## config.mk

```make
export PLATFORM = sky130hd
export DESIGN_NAME = mem_port_arbiter_flat
export DESIGN_NICKNAME = d
export VERILOG_FILES = /design/src/rtl/mem_port_arbiter_pkg.sv /design/src/rtl/mem_port_arbiter_if.sv /design/src/rtl/mem_port_arbiter_timeout_cnt.sv /design/src/rtl/mem_port_arbiter.sv /design/src/flat_wrapper.sv
export SDC_FILE = /design/constraint.sdc
export NUM_CORES = 1
export LEC_CHECK = 0
export BUFFER_PORTS_ARGS = -buffer_cell sky130_fd_sc_hd__buf_2
export CAP_MARGIN = 20
export CELL_PAD_IN_SITES_DETAIL_PLACEMENT = 0
export CELL_PAD_IN_SITES_GLOBAL_PLACEMENT = 1
export CORE_MARGIN = 2
export CORE_UTILIZATION = 38
export DETAILED_ROUTE_END_ITERATION = 10
export GPL_TIMING_DRIVEN = 0
export MAX_ROUTING_LAYER = met4
export PLACE_DENSITY = 0.86
export SLEW_MARGIN = 20
export SYNTH_ARGS = -nofsm -noshare
export SYNTH_HDL_FRONTEND = slang
export SYNTH_SLANG_ARGS = --single-unit
```

## constraint.sdc

```tcl
create_clock -name clk -period 5.8 [get_ports clk]
set_clock_uncertainty 0.2 [all_clocks]
set_input_delay 0.58 -clock clk [delete_from_list [all_inputs] [get_ports clk]]
set_output_delay 0.58 -clock clk [all_outputs]
set_load 0.01 [all_outputs]
```

## src/rtl/mem_port_arbiter_pkg.sv

```systemverilog
// Shared constants for the IF/MEM memory port arbiter: state codes, default
// no-op instruction and the access type presented for instruction fetches.
package mem_port_arbiter_pkg;

  typedef logic [1:0] arb_state_t;

  localparam arb_state_t ARB_IDLE   = 2'd0;
  localparam arb_state_t ARB_D_WAIT = 2'd1;
  localparam arb_state_t ARB_I_WAIT = 2'd2;
  localparam arb_state_t ARB_DONE   = 2'd3;

  localparam logic [31:0] NOP      = 32'h0000_0013;
  localparam logic [2:0]  DM_FETCH = 3'b000;

  function automatic logic is_wait(input arb_state_t s);
    return (s == ARB_D_WAIT) || (s == ARB_I_WAIT);
  endfunction

endpackage

```

## src/rtl/mem_port_arbiter_if.sv

```systemverilog
// Single-port memory bus: the arbiter is master, the unified memory is slave.
interface mem_port_arbiter_if #(
  parameter int ADDR_W = 32,
  parameter int DATA_W = 32
);
  logic              req;
  logic              we;
  logic [ADDR_W-1:0] addr;
  logic [DATA_W-1:0] wdata;
  logic [2:0]        dmtype;
  logic [DATA_W-1:0] rdata;
  logic              ack;

  modport master (output req, we, addr, wdata, dmtype, input rdata, ack);
  modport slave  (input req, we, addr, wdata, dmtype, output rdata, ack);
endinterface

```

## src/rtl/mem_port_arbiter_timeout_cnt.sv

```systemverilog
// Wait-cycle counter for one memory access; hit marks the last cycle the
// arbiter is willing to wait for an acknowledge.
module arb_timeout_cnt #(
  parameter int TIMEOUT = 15
) (
  input  logic clk,
  input  logic rst,
  input  logic clr,
  input  logic en,
  output logic hit
);
  localparam int             CW   = $clog2(TIMEOUT + 1);
  localparam logic [CW-1:0]  LAST = CW'(TIMEOUT - 1);

  logic [CW-1:0] count;

  // The count of the current wait cycle is 0-based, so hit lands on wait cycle TIMEOUT.
  always_ff @(posedge clk or negedge rst) begin
    if (!rst)
      count <= '0;
    else if (clr)
      count <= '0;
    else if (en && !hit)
      count <= count + 1'b1;
  end

  assign hit = en && (count == LAST);
endmodule

```

## src/rtl/mem_port_arbiter.sv

```systemverilog
// Arbitrates one single-port memory between instruction fetch and data access,
// serving data first and holding the pipeline stall until both are done.
module mem_port_arbiter
  import mem_port_arbiter_pkg::*;
#(
  parameter int                ADDR_W   = 32,
  parameter int                DATA_W   = 32,
  parameter int                TIMEOUT  = 15,
  parameter logic [DATA_W-1:0] NOP_INST = DATA_W'(NOP)
) (
  input  logic              clk,
  input  logic              rst,
  input  logic              i_req,
  input  logic [ADDR_W-1:0] i_addr,
  input  logic              i_flush,
  input  logic              d_req,
  input  logic              d_we,
  input  logic [ADDR_W-1:0] d_addr,
  input  logic [DATA_W-1:0] d_wdata,
  input  logic [2:0]        d_dmtype,
  output logic [DATA_W-1:0] i_rdata,
  output logic [DATA_W-1:0] d_rdata,
  output logic              stall,
  output logic              err,
  mem_port_arbiter_if.master mem
);
  arb_state_t        state;
  logic              kill;
  logic              hit;
  logic              done;
  logic              timed_out;
  logic              issue;
  logic [DATA_W-1:0] eff_rdata;

  // A timeout is treated as an acknowledge that returned all ones.
  assign done      = is_wait(state) && (mem.ack || hit);
  assign timed_out = !mem.ack && hit;
  assign eff_rdata = mem.ack ? mem.rdata : '1;
  assign issue     = ((state == ARB_IDLE) && (d_req || i_req)) ||
                     ((state == ARB_D_WAIT) && done && i_req);
  assign stall     = ((state == ARB_IDLE) && (i_req || d_req)) || is_wait(state);

  arb_timeout_cnt #(.TIMEOUT(TIMEOUT)) u_timeout (
    .clk (clk),
    .rst (rst),
    .clr (issue),
    .en  (is_wait(state)),
    .hit (hit)
  );

  always_ff @(posedge clk or negedge rst) begin
    if (!rst) begin
      state      <= ARB_IDLE;
      mem.req    <= 1'b0;
      mem.we     <= 1'b0;
      mem.addr   <= '0;
      mem.wdata  <= '0;
      mem.dmtype <= '0;
      i_rdata    <= NOP_INST;
      d_rdata    <= '0;
      err        <= 1'b0;
      kill       <= 1'b0;
    end else begin
      case (state)
        ARB_IDLE: begin
          if (i_req && i_flush)
            kill <= 1'b1;
          if (d_req) begin
            mem.req    <= 1'b1;
            mem.we     <= d_we;
            mem.addr   <= d_addr;
            mem.wdata  <= d_wdata;
            mem.dmtype <= d_dmtype;
            state      <= ARB_D_WAIT;
          end else if (i_req) begin
            mem.req    <= 1'b1;
            mem.we     <= 1'b0;
            mem.addr   <= i_addr;
            mem.wdata  <= '0;
            mem.dmtype <= DM_FETCH;
            state      <= ARB_I_WAIT;
          end
        end
        ARB_D_WAIT: begin
          if (done) begin
            d_rdata <= mem.we ? '0 : eff_rdata;
            if (timed_out)
              err <= 1'b1;
            // Chain the fetch straight onto the data access without an idle cycle.
            if (i_req) begin
              mem.we     <= 1'b0;
              mem.addr   <= i_addr;
              mem.wdata  <= '0;
              mem.dmtype <= DM_FETCH;
              state      <= ARB_I_WAIT;
            end else begin
              mem.req <= 1'b0;
              state   <= ARB_DONE;
            end
          end
        end
        ARB_I_WAIT: begin
          if (i_flush)
            kill <= 1'b1;
          if (done) begin
            i_rdata <= (kill || i_flush) ? NOP_INST : eff_rdata;
            if (timed_out)
              err <= 1'b1;
            mem.req <= 1'b0;
            state   <= ARB_DONE;
          end
        end
        ARB_DONE: begin
          kill  <= 1'b0;
          state <= ARB_IDLE;
        end
        default: state <= ARB_IDLE;
      endcase
    end
  end
endmodule
```

## src/flat_wrapper.sv

```systemverilog
// flat-port wrapper written by rule: the top's interface ports become plain ports
module mem_port_arbiter_flat import mem_port_arbiter_pkg::*;
#(
  parameter int                ADDR_W   = 32,
  parameter int                DATA_W   = 32,
  parameter int                TIMEOUT  = 15,
  parameter logic [DATA_W-1:0] NOP_INST = DATA_W'(NOP)
)
  (clk, rst, i_req, i_addr, i_flush, d_req, d_we, d_addr, d_wdata, d_dmtype, i_rdata, d_rdata, stall, err, mem_req, mem_we, mem_addr, mem_wdata, mem_dmtype, mem_rdata, mem_ack);
  mem_port_arbiter_if #(.ADDR_W(ADDR_W), .DATA_W(DATA_W)) mem_i ();
  input  logic clk;
  input  logic rst;
  input  logic i_req;
  input  logic [ADDR_W-1:0] i_addr;
  input  logic i_flush;
  input  logic d_req;
  input  logic d_we;
  input  logic [ADDR_W-1:0] d_addr;
  input  logic [DATA_W-1:0] d_wdata;
  input  logic [2:0] d_dmtype;
  output logic [DATA_W-1:0] i_rdata;
  output logic [DATA_W-1:0] d_rdata;
  output logic stall;
  output logic err;
  output wire logic [$bits(mem_i.req)-1:0] mem_req;
  output wire logic [$bits(mem_i.we)-1:0] mem_we;
  output wire logic [$bits(mem_i.addr)-1:0] mem_addr;
  output wire logic [$bits(mem_i.wdata)-1:0] mem_wdata;
  output wire logic [$bits(mem_i.dmtype)-1:0] mem_dmtype;
  input wire logic [$bits(mem_i.rdata)-1:0] mem_rdata;
  input wire logic [$bits(mem_i.ack)-1:0] mem_ack;
  assign mem_req = mem_i.req;
  assign mem_we = mem_i.we;
  assign mem_addr = mem_i.addr;
  assign mem_wdata = mem_i.wdata;
  assign mem_dmtype = mem_i.dmtype;
  assign mem_i.rdata = mem_rdata;
  assign mem_i.ack = mem_ack;
  mem_port_arbiter #(.ADDR_W(ADDR_W), .DATA_W(DATA_W), .TIMEOUT(TIMEOUT), .NOP_INST(NOP_INST)) u_core (.clk(clk), .rst(rst), .i_req(i_req), .i_addr(i_addr), .i_flush(i_flush), .d_req(d_req), .d_we(d_we), .d_addr(d_addr), .d_wdata(d_wdata), .d_dmtype(d_dmtype), .i_rdata(i_rdata), .d_rdata(d_rdata), .stall(stall), .err(err), .mem(mem_i));
endmodule
```

==> flow_metrics.py <==
metrics = {
    "status": {
        "run_status": "complete, no violations",
    },
    "timing": {
        "rsz0062_at_grt": "false",
        "finalCritPeriodShare_pct": 41.6,
        "fin_crit_ns": 2.42,
        "timing.hold.ws_ns": 0.185,
        "max_freq_mhz": 414,
        "tns_ns": 0,
        "finalSetupViolCount": 0,
        "hold_viol": 0,
        "slew_viol_final": 0,
        "worstMarginPinSlew_ns": 0.590,
        "slew_headroom_pct": 60.5,
    },
    "synthesis": {
        "synth_compound_area_share_pct": 18.1,
        "synth_top_area_share_pct": 57.7,
        "synth_edf_count": 0,
        "netlist_area_mm2": 0.00599,
        "synth.avg_cell_area_um2": 11.1,
        "synth_largest_area_cell": "dfrtp_1",
        "yosysMostFrequentCell": "dfrtp_1",
        "ys.flop_type": "dfrtp_1",
        "synth_top_family_by_area": "compound AO/OA/AOI/OAI gates",
        "synth-seq-cells": 141,
        "yosys-top-cells-count": "dfrtp_1 (138), nand2_1 (98), o31ai_1 (63)",
        "async_flop_share_pct": 100,
        "synth.area.mux_share_pct": 5.54,
        "yosysSeqAreaShare_pct": 59.0,
        "ys_warn_count": 0,
        "synth.area.top_cells": "dfrtp_1 (58%), o31ai_1 (7.9%), nand2_1 (6.1%), mux2i_1 (5.4%), a22o_1 (5.3%)",
        "synth_xor_area_share_pct": 0.293,
        "synthAdderAreaFrac_pct": 1.25,
        "yosys.area_share.simple_pct": 11.9,
        "synthCells": 538,
        "yosysUniqueCellTypes": 38,
        "synth_fp_nets": 682,
    },
    "power_and_ir_drop": {
        "internal_power_uw": 2840,
        "power.switching_uw": 1660,
        "ir_drop_uv": 243,
        "cellPowerDensity_mw_per_mm2": 543,
        "p_leak_uw": 0.00432,
        "power_frac_clock_pct": 24.8,
        "switching_share_pct": 36.8,
        "combPwrFrac_pct": 39.0,
        "power_frac_seq_pct": 36.2,
        "power_uw": 4490,
    },
    "die": {
        "die_y_um": 130,
        "die_x_um": 130,
        "coreArea_mm2": 0.0153,
        "core.rowCount": 45,
        "ios": 273,
        "start_util_pct": 39.1,
        "design.die.area_mm2": 0.0168,
    },
    "route": {
        "wirelength_um": 17900,
        "wl_per_cell_um": 17.0,
        "firstDrtPassIters": 4,
        "first_iter_violations": 251,
        "drc": 0,
        "dr_total_vias": 5216,
        "ant_nets": 0,
        "viasPerCell": 4.94,
    },
    "grt": {
        "grt_max_degree": 78,
        "grt-ovfl-total": 0,
        "grt_pass1_wl_um": 27300,
        "antenna_found_initial": 3,
        "grt_usage_pct": 22.0,
        "first_global_vias": 5134,
    },
    "critical_path": {
        "crit_top_cell": "buf_2",
        "critPathSlowestCell": "dfrtp_1",
        "startpoint_type": "flip-flop",
        "r2r_cells": 7,
        "cp.required_ns": 5.02,
        "cp_max_fo": 10,
        "critPathKind": "flip-flop to output pin",
        "cp-end-kind": "output pin",
        "cp_slowest_stage_delay_ns": 0.39,
        "arrival_ns": 1.64,
        "critical_path.cell_chain": "inv_1, ha_1, buf_2, nand2b_1, buf_2",
    },
    "run": {
        "cap_viol_max_count": 0,
    },
    "finish": {
        "nNetsFinal": 974,
        "fillers": 1472,
        "syn_to_final_growth_pct": 38.2,
        "seq_area_mm2": 0.00353,
        "multi_input_area_mm2": 0.00222,
        "final_util_pct": 54.0,
        "final_cell_area_mm2": 0.00827,
        "drive_above_1_share_pct": 40.9,
    },
    "clocking": {
        "cts.reportedPaths.clkPinSlew_ns": 0.06,
        "htree_levels": 4,
        "cts_resized": 0,
        "root_buffer": "clkbuf_16",
        "cts_tree": "built",
        "cts_buffers": 17,
        "cts_buffer_depth": 2,
        "clk_latency_ns": 0.41,
        "clkSinkCount": 141,
    },
    "placed_design": {
        "port_buffers": 271,
        "hpwl_um": 13600,
        "place_area_mm2": 0.00764,
        "gp_congestion": 0.849,
    },
    "worst_hold_path": {
        "hold_class": "input port to flip-flop",
        "worst_hold_path.num_cells": 2,
    },
}
==> cell families after synthesis <==
logic type               Yosys count
adder cells (fa/ha/maj)            6
multiplexers                      33
AND/OR/NAND/NOR                  155
flip-flops                       141
AO/OA/AOI/OAI                    151
buffers and inverters             50
XOR/XNOR                           2
==> metal layers <==
metal  wire, um  track usage, %  up-vias
li1           -               -     2493
met1       7360            26.1     2459
met2       8700            35.5      238
met3       1510            6.98       26
met4        373            7.46        0
met5          0               -        -
==> path summary, 6_finish.rpt <==
| check | startpoint | slack [ns] | to |
|---|---|---|---|
| worst min-delay path | d_wdata[3] | 0.18 | u_core.mem.wdata[3]$_DFFE_PN0P_ |
| worst max-delay path | u_core.state[0]$_DFFE_PN0P_ | 3.38 | stall |
| worst max register to register | u_core.state[1]$_DFFE_PN0P_ | 3.58 | u_core.mem.addr[21]$_DFFE_PN0P_ |
| min in group asynchronous | rst | 0.50 | u_core.d_rdata[6]$_DFFE_PN0P_ |
| worst min register to register | u_core.err$_DFFE_PN0P_ | 0.27 | u_core.err$_DFFE_PN0P_ |
| max in group asynchronous | rst | 4.17 | u_core.mem.addr[2]$_DFFE_PN0P_ |
==> cell type report <==
class                           count  share of cell area, %
Sequential cell                   141                   42.7
Multi-Input combinational cell    347                   26.8
Timing Repair Buffer              273                   17.0
Clock buffer                       22                   5.73
Tap cell                          211                   3.19
Buffer                             45                   2.63
Clock inverter                      9                   1.63
Inverter                            5                  0.227
Antenna cell                        3                 0.0908
==> power by group through the flow <==
stage | logic, uW | clock network [uW] | registers, uW
2_1_floorplan | 868 | 0 | 1790
3_3_place_gp | 1750 | 0 | 1630
3_5_place_dp | 1780 | 0 | 1630
4_1_cts | 1780 | 1140 | 1630
5_1_grt | 1950 | 1180 | 1670
6_report | 1750 | 1120 | 1630
==> cells in the final DEF (no fill, tap or decap), types with 2 or more instances in the layout <==
| cell | synthesis | layout |
|---|---|---|
| o21ai_1 | 3 | 3 |
| dfstp_2 | 3 | 3 |
| clkbuf_8 | 0 | 3 |
| or2_2 | 2 | 2 |
| nand3b_1 | 2 | 2 |
| a22o_1 | 36 | 36 |
| clkbuf_16 | 0 | 17 |
| buf_2 | 31 | 301 |
| bufinv_16 | 0 | 3 |
| nand3_1 | 4 | 4 |
| nand2_1 | 98 | 98 |
| a21oi_1 | 4 | 4 |
| clkbuf_2 | 2 | 2 |
| o31ai_1 | 63 | 63 |
| clkbuf_1 | 10 | 12 |
| inv_1 | 5 | 5 |
| ha_1 | 6 | 6 |
| o21ai_0 | 37 | 37 |
| mux2i_1 | 32 | 32 |
| clkinvlp_4 | 0 | 3 |
| diode_2 | 0 | 3 |
| nor2_1 | 6 | 6 |
| nand2b_1 | 4 | 4 |
| nor3b_1 | 3 | 3 |
| dfrtp_1 | 138 | 138 |
| nor2b_1 | 32 | 32 |
==> critical path, delay by kind of cell (launching register included) <==
| family | cells | cell delay (ns) |
|---|---|---|
| and+or+nand+nor | 1 | 0.16 |
| DFF | 1 | 0.39 |
| adders and majority gates | 1 | 0.28 |
| buffers and inverters | 3 | 0.40 |
==> registers in the layout (all words and copies together), names as in the netlist, 2 cells and up <==
| name | cells |
|---|---|
| u_core.d_rdata | 32 |
| u_core.mem.addr | 32 |
| u_core.mem.wdata | 32 |
| u_core.i_rdata | 32 |
| u_core.state | 2 |
| u_core.mem.dmtype | 3 |
| u_core.u_timeout.count | 4 |
==> through the flow <==
step,worst slack (ns),cells
5_1_grt,3.27,1056
2_1_floorplan,3.79,538
4_1_cts,3.35,1053
6_report,3.38,1056
3_3_place_gp,1.94,1020
3_5_place_dp,3.53,1021
==> what timing repair did <==
| item | 4_1_cts | 5_1_grt |
|---|---|---|
| hold buffers | 1 | 0 |
| setup endpoints to repair | 0 | 0 |
| buffers inserted | 0 | 0 |
| hold endpoints to repair | 64 | 0 |
No activity file was read; power rests on OpenSTA's default activity.
